**src/rtl/serial_cmd_master_if.sv**
```systemverilog
// Bundle of the UART byte handshake and the monitor register bus.
// The master modport is the command engine's view; the slave modport is
// the view of whatever sits across from it (UART plus register file).
interface serial_cmd_master_if;
   logic [7:0]  as_data_i;
   logic        as_dstrb_i;
   logic [7:0]  as_data_o;
   logic        as_dstrb_o;
   logic        as_busy_i;
   logic [15:0] bus_addr;
   logic [15:0] bus_data_o;
   logic [15:0] bus_data_i;
   logic        bus_we;
   logic        bus_stb;
   logic        bus_ack;

   modport master (
      input  as_data_i, as_dstrb_i, as_busy_i, bus_data_i, bus_ack,
      output as_data_o, as_dstrb_o, bus_addr, bus_data_o, bus_we, bus_stb
   );

   modport slave (
      output as_data_i, as_dstrb_i, as_busy_i, bus_data_i, bus_ack,
      input  as_data_o, as_dstrb_o, bus_addr, bus_data_o, bus_we, bus_stb
   );
endinterface

```
**src/rtl/serial_cmd_master.sv**
```systemverilog
// Serial command master: decodes binary read/write frames arriving from
// the UART, runs one 16-bit access on the monitor bus and sends back the
// response bytes (ACK 0x06, NAK 0x15 or the two read-data bytes).
module serial_cmd_master #(
   parameter int unsigned BYTE_TIMEOUT = 400000,
   parameter int unsigned BUS_TIMEOUT  = 255
) (
   input  logic                 clk,
   input  logic                 reset,
   serial_cmd_master_if.master  sif,
   output logic                 cmd_active,
   output logic [7:0]           err_count
);
   localparam logic [2:0] IDLE    = 3'd0;
   localparam logic [2:0] ADDR_HI = 3'd1;
   localparam logic [2:0] ADDR_LO = 3'd2;
   localparam logic [2:0] DATA_HI = 3'd3;
   localparam logic [2:0] DATA_LO = 3'd4;
   localparam logic [2:0] BUS     = 3'd5;
   localparam logic [2:0] TX_WAIT = 3'd6;
   localparam logic [2:0] TX_GAP  = 3'd7;

   localparam int unsigned BT_W = $clog2(BYTE_TIMEOUT + 1);
   localparam int unsigned ST_W = $clog2(BUS_TIMEOUT + 1);
   localparam logic [BT_W-1:0] BYTE_LAST = BT_W'(BYTE_TIMEOUT - 1);
   localparam logic [ST_W-1:0] BUS_LAST  = ST_W'(BUS_TIMEOUT - 1);

   localparam logic [7:0] OP_WRITE = 8'h57;
   localparam logic [7:0] OP_READ  = 8'h52;
   localparam logic [7:0] RSP_ACK  = 8'h06;
   localparam logic [7:0] RSP_NAK  = 8'h15;

   logic [2:0]      state_q, state_d;
   logic            write_q, write_d;
   logic [15:0]     addr_q, addr_d;
   logic [15:0]     wdata_q, wdata_d;
   logic            stb_q, stb_d;
   logic            we_q, we_d;
   logic [7:0]      txData_q, txData_d;
   logic            txStrb_q, txStrb_d;
   logic [15:0]     txQueue_q, txQueue_d;
   logic [1:0]      txLeft_q, txLeft_d;
   logic [BT_W-1:0] byteTimer_q, byteTimer_d;
   logic [ST_W-1:0] busTimer_q, busTimer_d;
   logic [7:0]      err_q, err_d;

   // Next-state logic: frame decoding, bus cycle supervision and response
   // sequencing all live in one FSM, the response bytes wait in a small
   // two-byte shift queue that is sent MSB byte first.
   always_comb begin
      state_d     = state_q;
      write_d     = write_q;
      addr_d      = addr_q;
      wdata_d     = wdata_q;
      stb_d       = stb_q;
      we_d        = we_q;
      txData_d    = txData_q;
      txStrb_d    = 1'b0;
      txQueue_d   = txQueue_q;
      txLeft_d    = txLeft_q;
      byteTimer_d = byteTimer_q;
      busTimer_d  = busTimer_q;
      err_d       = err_q;

      case (state_q)
         IDLE: begin
            if (sif.as_dstrb_i) begin
               byteTimer_d = '0;
               if (sif.as_data_i == OP_WRITE) begin
                  write_d = 1'b1;
                  state_d = ADDR_HI;
               end else if (sif.as_data_i == OP_READ) begin
                  write_d = 1'b0;
                  state_d = ADDR_HI;
               end else begin
                  txQueue_d = {RSP_NAK, 8'h00};
                  txLeft_d  = 2'd1;
                  if (err_q != 8'hFF) err_d = err_q + 8'd1;
                  state_d   = TX_WAIT;
               end
            end
         end

         ADDR_HI, ADDR_LO, DATA_HI, DATA_LO: begin
            if (sif.as_dstrb_i) begin
               byteTimer_d = '0;
               case (state_q)
                  ADDR_HI: begin
                     addr_d[15:8] = sif.as_data_i;
                     state_d      = ADDR_LO;
                  end
                  ADDR_LO: begin
                     addr_d[7:0] = sif.as_data_i;
                     state_d     = write_q ? DATA_HI : BUS;
                  end
                  DATA_HI: begin
                     wdata_d[15:8] = sif.as_data_i;
                     state_d       = DATA_LO;
                  end
                  default: begin
                     wdata_d[7:0] = sif.as_data_i;
                     state_d      = BUS;
                  end
               endcase
               if (state_d == BUS) begin
                  stb_d      = 1'b1;
                  we_d       = write_q;
                  busTimer_d = '0;
               end
            end else if (byteTimer_q == BYTE_LAST) begin
               state_d = IDLE;
            end else begin
               byteTimer_d = byteTimer_q + BT_W'(1);
            end
         end

         BUS: begin
            if (sif.bus_ack) begin
               stb_d   = 1'b0;
               we_d    = 1'b0;
               state_d = TX_WAIT;
               if (write_q) begin
                  txQueue_d = {RSP_ACK, 8'h00};
                  txLeft_d  = 2'd1;
               end else begin
                  txQueue_d = sif.bus_data_i;
                  txLeft_d  = 2'd2;
               end
            end else if (busTimer_q == BUS_LAST) begin
               stb_d     = 1'b0;
               we_d      = 1'b0;
               txQueue_d = {RSP_NAK, 8'h00};
               txLeft_d  = 2'd1;
               if (err_q != 8'hFF) err_d = err_q + 8'd1;
               state_d   = TX_WAIT;
            end else begin
               busTimer_d = busTimer_q + ST_W'(1);
            end
         end

         TX_WAIT: begin
            if (!sif.as_busy_i) begin
               txStrb_d  = 1'b1;
               txData_d  = txQueue_q[15:8];
               txQueue_d = {txQueue_q[7:0], 8'h00};
               txLeft_d  = txLeft_q - 2'd1;
               state_d   = TX_GAP;
            end
         end

         default: begin
            state_d = (txLeft_q != 2'd0) ? TX_WAIT : IDLE;
         end
      endcase
   end

   // State registers; the asynchronous reset aborts any frame or bus cycle
   // in flight and drops the bus strobe without waiting for a clock.
   always_ff @(posedge clk or negedge reset) begin
      if (!reset) begin
         state_q     <= IDLE;
         write_q     <= 1'b0;
         addr_q      <= '0;
         wdata_q     <= '0;
         stb_q       <= 1'b0;
         we_q        <= 1'b0;
         txData_q    <= '0;
         txStrb_q    <= 1'b0;
         txQueue_q   <= '0;
         txLeft_q    <= '0;
         byteTimer_q <= '0;
         busTimer_q  <= '0;
         err_q       <= '0;
      end else begin
         state_q     <= state_d;
         write_q     <= write_d;
         addr_q      <= addr_d;
         wdata_q     <= wdata_d;
         stb_q       <= stb_d;
         we_q        <= we_d;
         txData_q    <= txData_d;
         txStrb_q    <= txStrb_d;
         txQueue_q   <= txQueue_d;
         txLeft_q    <= txLeft_d;
         byteTimer_q <= byteTimer_d;
         busTimer_q  <= busTimer_d;
         err_q       <= err_d;
      end
   end

   assign sif.as_data_o  = txData_q;
   assign sif.as_dstrb_o = txStrb_q;
   assign sif.bus_addr   = addr_q;
   assign sif.bus_data_o = wdata_q;
   assign sif.bus_we     = we_q;
   assign sif.bus_stb    = stb_q;
   assign cmd_active     = (state_q != IDLE);
   assign err_count      = err_q;
endmodule
```
**src/flat_wrapper.sv**
```systemverilog
// flat-port wrapper written by rule: the top's interface ports become plain ports
module serial_cmd_master_flat 
#(
   parameter int unsigned BYTE_TIMEOUT = 400000,
   parameter int unsigned BUS_TIMEOUT  = 255
)
  (clk, reset, cmd_active, err_count, sif_as_data_i, sif_as_dstrb_i, sif_as_busy_i, sif_bus_data_i, sif_bus_ack, sif_as_data_o, sif_as_dstrb_o, sif_bus_addr, sif_bus_data_o, sif_bus_we, sif_bus_stb);
  serial_cmd_master_if sif_i ();
  input  logic clk;
  input  logic reset;
  output logic cmd_active;
  output logic [7:0] err_count;
  input wire logic [$bits(sif_i.as_data_i)-1:0] sif_as_data_i;
  input wire logic [$bits(sif_i.as_dstrb_i)-1:0] sif_as_dstrb_i;
  input wire logic [$bits(sif_i.as_busy_i)-1:0] sif_as_busy_i;
  input wire logic [$bits(sif_i.bus_data_i)-1:0] sif_bus_data_i;
  input wire logic [$bits(sif_i.bus_ack)-1:0] sif_bus_ack;
  output wire logic [$bits(sif_i.as_data_o)-1:0] sif_as_data_o;
  output wire logic [$bits(sif_i.as_dstrb_o)-1:0] sif_as_dstrb_o;
  output wire logic [$bits(sif_i.bus_addr)-1:0] sif_bus_addr;
  output wire logic [$bits(sif_i.bus_data_o)-1:0] sif_bus_data_o;
  output wire logic [$bits(sif_i.bus_we)-1:0] sif_bus_we;
  output wire logic [$bits(sif_i.bus_stb)-1:0] sif_bus_stb;
  assign sif_i.as_data_i = sif_as_data_i;
  assign sif_i.as_dstrb_i = sif_as_dstrb_i;
  assign sif_i.as_busy_i = sif_as_busy_i;
  assign sif_i.bus_data_i = sif_bus_data_i;
  assign sif_i.bus_ack = sif_bus_ack;
  assign sif_as_data_o = sif_i.as_data_o;
  assign sif_as_dstrb_o = sif_i.as_dstrb_o;
  assign sif_bus_addr = sif_i.bus_addr;
  assign sif_bus_data_o = sif_i.bus_data_o;
  assign sif_bus_we = sif_i.bus_we;
  assign sif_bus_stb = sif_i.bus_stb;
  serial_cmd_master #(.BYTE_TIMEOUT(BYTE_TIMEOUT), .BUS_TIMEOUT(BUS_TIMEOUT)) u_core (.clk(clk), .reset(reset), .sif(sif_i), .cmd_active(cmd_active), .err_count(err_count));
endmodule
```
**config.mk**
```make
export PLATFORM = sky130hd
export DESIGN_NAME = serial_cmd_master_flat
export DESIGN_NICKNAME = d
export VERILOG_FILES = /design/src/rtl/serial_cmd_master_if.sv /design/src/rtl/serial_cmd_master.sv /design/src/flat_wrapper.sv
export SDC_FILE = /design/constraint.sdc
export NUM_CORES = 1
export LEC_CHECK = 0
export BUFFER_PORTS_ARGS = -buffer_cell sky130_fd_sc_hd__buf_4
export CORE_MARGIN = 2
export CORE_UTILIZATION = 56
export CTS_BUF_LIST = sky130_fd_sc_hd__clkbuf_4 sky130_fd_sc_hd__clkbuf_8 sky130_fd_sc_hd__clkbuf_16
export CTS_CLUSTER_SIZE = 8
export DETAILED_ROUTE_END_ITERATION = 10
export PLACE_DENSITY = 0.81
export SLEW_MARGIN = 15
export SYNTH_ARGS = -nofsm -noshare
export SYNTH_HDL_FRONTEND = slang
export SYNTH_SLANG_ARGS = --single-unit
```
**constraint.sdc**
```tcl
create_clock -name clk -period 2.26 [get_ports clk]
set_input_delay 0.339 -clock clk [delete_from_list [all_inputs] [get_ports clk]]
set_output_delay 0.339 -clock clk [all_outputs]
set_load 0.05 [all_outputs]
```
### After elaboration in Yosys (flattened, before gate mapping)

Cells that the tools add are included.

| cells by class | value |
|---|---|
| add/sub/neg operators | 4 |
| multiply operators | 0 |
| divide/modulo/power cells | 0 |
| $lt $le $gt $ge | 0 |
| eq/ne operators | 24 |
| shift operators | 0 |
| multiplexer cells | 58 |
| bitwise gates (word level) | 2 |
| reductions and logical operators | 22 |

Operator list:

| cell | number |
|---|---|
| 2-to-1 mux 16 bit | 7 |
| 2-to-1 mux 8 bit | 10 |
| 2-to-1 mux 19 bit | 3 |
| case mux 16 bit (3 select lines) | 1 |
| case mux 19 bit (2 select lines) | 1 |
| 2-to-1 mux 3 bit | 12 |
| case mux 8 bit (2 select lines) | 2 |
| adder 19 x 1 -> 19 bit (second input constant) | 1 |
| == test 19 bit (second input constant) | 1 |
| AND reduction 3 bit | 6 |
| adder 8 x 1 -> 8 bit (second input constant) | 2 |
| == test 8 x 7 -> 1 bit (second input constant) | 2 |
| 2-to-1 mux 2 bit | 7 |
| != test 2 bit (second input constant) | 7 |
| == test 3 bit (second input constant) | 4 |
| case mux 3 bit (4 select lines) | 1 |
| AND reduction 6 bit | 2 |
| 2-to-1 mux 1 bit | 10 |
| nonzero test 2 bit | 5 |
| case mux 3 bit (3 select lines) | 1 |
| == test 8 bit (second input constant) | 1 |
| != test 8 bit (second input constant) | 1 |
| AND reduction 4 bit | 2 |
| == test 3 x 2 -> 1 bit (second input constant) | 2 |
| 14 further kinds | 19 |

| storage, ports and cells | value |
|---|---|
| register bits | 100 |
| latch bits | 0 |
| bits in writable memories | 0 |
| memory bits (read-only) | 0 |
| bits of input ports | 29 |
| output and inout port bits | 52 |
| memories | 0 |

### Depth between registers and ports, before layout

| depth | value |
|---|---|
| word-level depth | 8 |
| gate-level depth with buffers | 8 |
| depth with buffers taken out | 7 |

### Least setup slack after synthesis

No wires, ideal clock.

| timing | value |
|---|---|
| path type | register to register |
| start | reg u_core.byteTimer_q[10] |
| end | reg u_core.state_q[2] |
| setup time | 0.126 ns |
| arrival time | 1.834 ns |
| data required time | 2.134 ns |
| setup slack | 0.300 ns |
| cell stages (with the launch flop) | 7 |
| buffers on the path | 1 |
| period minus slack after synthesis | 1.960 ns |
| path through | dfrtp_1 -> buf_6 -> nor4b_4 -> nand3_2 -> or2_1 -> a221o_1 -> o32a_1 |

| on the way | value |
|---|---|
| word-level cells in the longest chain between the ends | 3 |

Ends and longest elaborated chain:

| what | RTL line | text |
|---|---|---|
| start: declaration | serial_cmd_master.sv:43 | `logic [BT_W-1:0] byteTimer_q, byteTimer_d;` |
| start signal: assignment | serial_cmd_master.sv:185 | `byteTimer_q <= byteTimer_d;` |
| == test 19 bit | serial_cmd_master.sv:110 | `end else if (byteTimer_q == BYTE_LAST) begin` |
| != test 3 x 2 -> 1 bit (no line) | - |  |
| AND reduction 4 bit (no line) | - |  |
| end signal: assignment | serial_cmd_master.sv:175 | `state_q <= state_d;` |
| end: declaration | serial_cmd_master.sv:33 | `logic [2:0] state_q, state_d;` |

No other way between the ends.
A chain may end at the register's enable or synchronous reset.

### Final worst setup path

| timing | value |
|---|---|
| start | reg u_core.byteTimer_q[15] |
| end | reg u_core.state_q[2] |

The elaborated chain is that of the path after synthesis.

==> impl_metrics.yaml <==
outcome:
  status: "completed"
worst_setup_path:
  r2r_start: "u_core.byteTimer_q[15]"
  cp_max_fo: 6
  worst-path-stages: 5
  crit_end: "u_core.state_q[2]"
  timing.rr.end: "u_core.state_q[2]"
  crit_start: "u_core.byteTimer_q[15]"
  endpoint_kind: "flop"
  crit_slowest_cell: "dfrtp_1"
  worstPathRequired_ns: 2.53
  cpLargestDelayFamily: "simple AND/OR/NAND/NOR gates"
  path_class: "reg2reg"
  crit_buf_inv: 0
  critPathLaunchType: "flop"
  crit_chain: "nor4b_1 -> nand3_2 -> or2_1 -> a221o_1 -> o32a_1"
  slowest_delay_ns: 0.44
  reg2reg_setup_slack_ns: 0.11
  r2r_cells: 5
  arrival_ns: 2.41
route:
  drc: 0
  drtIter0Drc: 206
  vias: 3706
  antenna_left: 0
  via_per_inst: 5.84
  drtPass1Iterations: 5
  wl_per_cell_um: 16.9
  routed_wirelength_um: 10700
place:
  hpwl_um: 7680
  place_inst: 618
  gp_congestion: 0.898
  place_area_um2: 5550
  port_buffers: 80
floorplanning:
  start_util_pct: 57.5
  ioPinCount: 81
  row_count: 33
  dieArea_um2: 9190
  core_area_um2: 8220
  fp.dieH_um: 95.8
  die_w_um: 95.8
power_and_ir_drop:
  leakage_uw: 0.00266
  finalPower_uw: 8220
  ir_drop_mv: 1.34
  pwr_density_cell_nw_per_um2: 1420
global_route:
  grt_pass1_vias: 3615
  grt_max_degree: 51
  grt_pass1_wl_um: 17600
  grt-ovfl-total: 0
  grt_usage_pct: 24.9
  antenna_found_initial: 0
finish:
  final_area_um2: 5780
  fin_util_pct: 70.4
  num-fill-cells: 577
  drive_gt1_share_pct: 32.8
  mostFrequentLayoutCells: "buf_4 (103), dfrtp_1 (99), mux2_2 (41)"
  antenna_cells: 0
  areaGrowthSynthToFinish_pct: 22.5
  stdcell_count: 635
  nNetsFinal: 559
  layout_commonest_cell: "buf_4"
sta:
  final_hold_viol_count: 0
  maxSlewViolCount: 0
  rsz0062_at_grt: "false"
  period_needed_ns: 2.15
  setup-tns-final_ns: 0
  finalSetupViolCount: 0
  max_freq_mhz: 466
  skew_ns: 0.0115
  tightestPinTransition_ns: 0.543
  relSlewSlack_pct: 63.8
  finalCritPeriodShare_pct: 95.0
synth:
  syn_avg_cell_area_um2: 11.1
  ys_seq_elements: 100
  synth.distinct_cells: 63
  syn_area_um2: 4720
  synthesis.nets: 461
  synth_flop_cell: "dfrtp_1"
  yosysWarnings: 0
  synth_edf_count: 0
  ys_seq_area_share_pct: 53.0
  ys_async_sr_fraction_pct: 100
  synth_cells: 427
clock_tree:
  ctsHtreeMaxLevel: 3
  cts_tree: "yes"
  cts.path.max_buffers: 2
  cts_setup_buffers: 0
  cts_sinks: 100
  numCtsBuffers: 9
  cts-root-buf: "clkbuf_8"
  insertion_delay_ns: 0.38
  clkTransAtPathRegs_ns: 0.10
min_path:
  hold_class: "in2reg"
  hold_depth: 2
job:
  cap_violations: 0
-- worst reg2reg max path: cells and delay by family (launching register included) --
kind | cells | cell delay (ns)
AND/OR/NAND/NOR | 3 | 0.87
flip-flops | 1 | 0.44
AO/OA/AOI/OAI | 2 | 0.73
-- cells in the mapped netlist, types with 2 or more instances --
cell type | number | area [um2]
buf_6 | 2 | 22.5
nand3b_1 | 3 | 22.5
nand3_1 | 19 | 95.1
nand4_1 | 3 | 18.8
nand2_1 | 37 | 139
a211oi_1 | 2 | 15.0
dfrtp_1 | 100 | 2500
and4_1 | 2 | 17.5
inv_1 | 8 | 30.0
o211ai_1 | 3 | 22.5
nor2_1 | 21 | 78.8
a22oi_1 | 4 | 30.0
and2_1 | 4 | 25.0
and3_1 | 11 | 68.8
nor3_2 | 2 | 20.0
o31ai_1 | 6 | 45.0
a31oi_1 | 5 | 31.3
and4b_1 | 2 | 20.0
nor3_1 | 8 | 40.0
buf_4 | 2 | 15.0
nand3_2 | 2 | 20.0
buf_2 | 3 | 15.0
or4_1 | 7 | 52.6
o21ai_0 | 24 | 120
mux2_2 | 41 | 462
nor4b_1 | 2 | 17.5
a21oi_1 | 22 | 110
ha_1 | 5 | 62.6
o21ai_1 | 2 | 10.0
clkbuf_1 | 11 | 41.3
or3_1 | 5 | 31.3
nand2b_1 | 3 | 18.8
xnor2_1 | 4 | 35.0
xor2_1 | 13 | 114
nor3b_1 | 3 | 22.5
nor4_1 | 2 | 12.5
a22o_1 | 8 | 70.1
-- logic make-up after synthesis --
group / share of synthesized area, %
adder cells (fa/ha/maj): 1.32
multiplexers: 10.2
AO/OA/AOI/OAI: 12.1
buffers and inverters: 2.70
AND/OR/NAND/NOR: 17.5
flip-flops: 53.0
XOR/XNOR: 3.15
-- through the flow --
step / worst slack (ns) / hold WS [ns]
after global routing: 0.0182 / 0.167
final: 0.113 / 0.178
after CTS: 0.119 / 0.164
after floorplan: 0.300 / 0.0434
after detailed placement: 0.151 / 0.300
after global placement: 0.203 / 0.291
-- how the worst min path moves through the flow --
stage,from,endpoint,slack [ns]
after global placement,reset,u_core.sif.bus_data_o[3],0.29
after detailed placement,reset,u_core.sif.bus_data_o[3],0.30
after global routing,sif_bus_data_i[4],u_core.txQueue_q[4],0.17
final,sif_bus_data_i[5],u_core.txQueue_q[5],0.18
after CTS,sif_bus_data_i[5],u_core.txQueue_q[5],0.16
after floorplan,reset,u_core.busTimer_q[0],0.04
-- sequential cells by signal, summed over array words and instances, names as in the netlist --
signal / flops
u_core.sif.as_dstrb_o: 1
u_core.state_q: 3
u_core.byteTimer_q: 19
u_core.err_count: 8
u_core.write_q: 1
u_core.sif.bus_we: 1
u_core.sif.bus_stb: 1
u_core.txLeft_q: 2
u_core.sif.as_data_o: 8
u_core.sif.bus_data_o: 16
u_core.sif.bus_addr: 16
u_core.busTimer_q: 8
u_core.txQueue_q: 16
-- report_power, final --
| part | internal (uW) | switching (uW) |
|---|---|---|
| Sequential | 2380 | 461 |
| Combinational | 1480 | 2650 |
| Clock | 547 | 702 |
-- timing repair --
action | CTS | global route
hold endpoints to repair | 28 | 0
hold buffers | 1 | 0
setup endpoints to repair | 0 | 4
gates resized for setup | 0 | 2
-- routing by layer --
metal	part of all wire [%]	track usage (%)
met5	0	0
met4	1.2	7.26
met3	5.3	6.03
met2	48	38.9
met1	45	34.8
-- area by class of cell --
cell class / count / area, um2 / area share (%)
well taps: 105 / 131 / 2.27
multi-input cells: 300 / 2100 / 36.3
inverters: 9 / 33.8 / 0.584
clock buffers: 9 / 124 / 2.14
repair buffers: 105 / 803 / 13.9
flip-flops and latches: 100 / 2500 / 43.3
clock inverters: 7 / 91.3 / 1.58
Note: power is estimated with default switching activity, not from simulation.
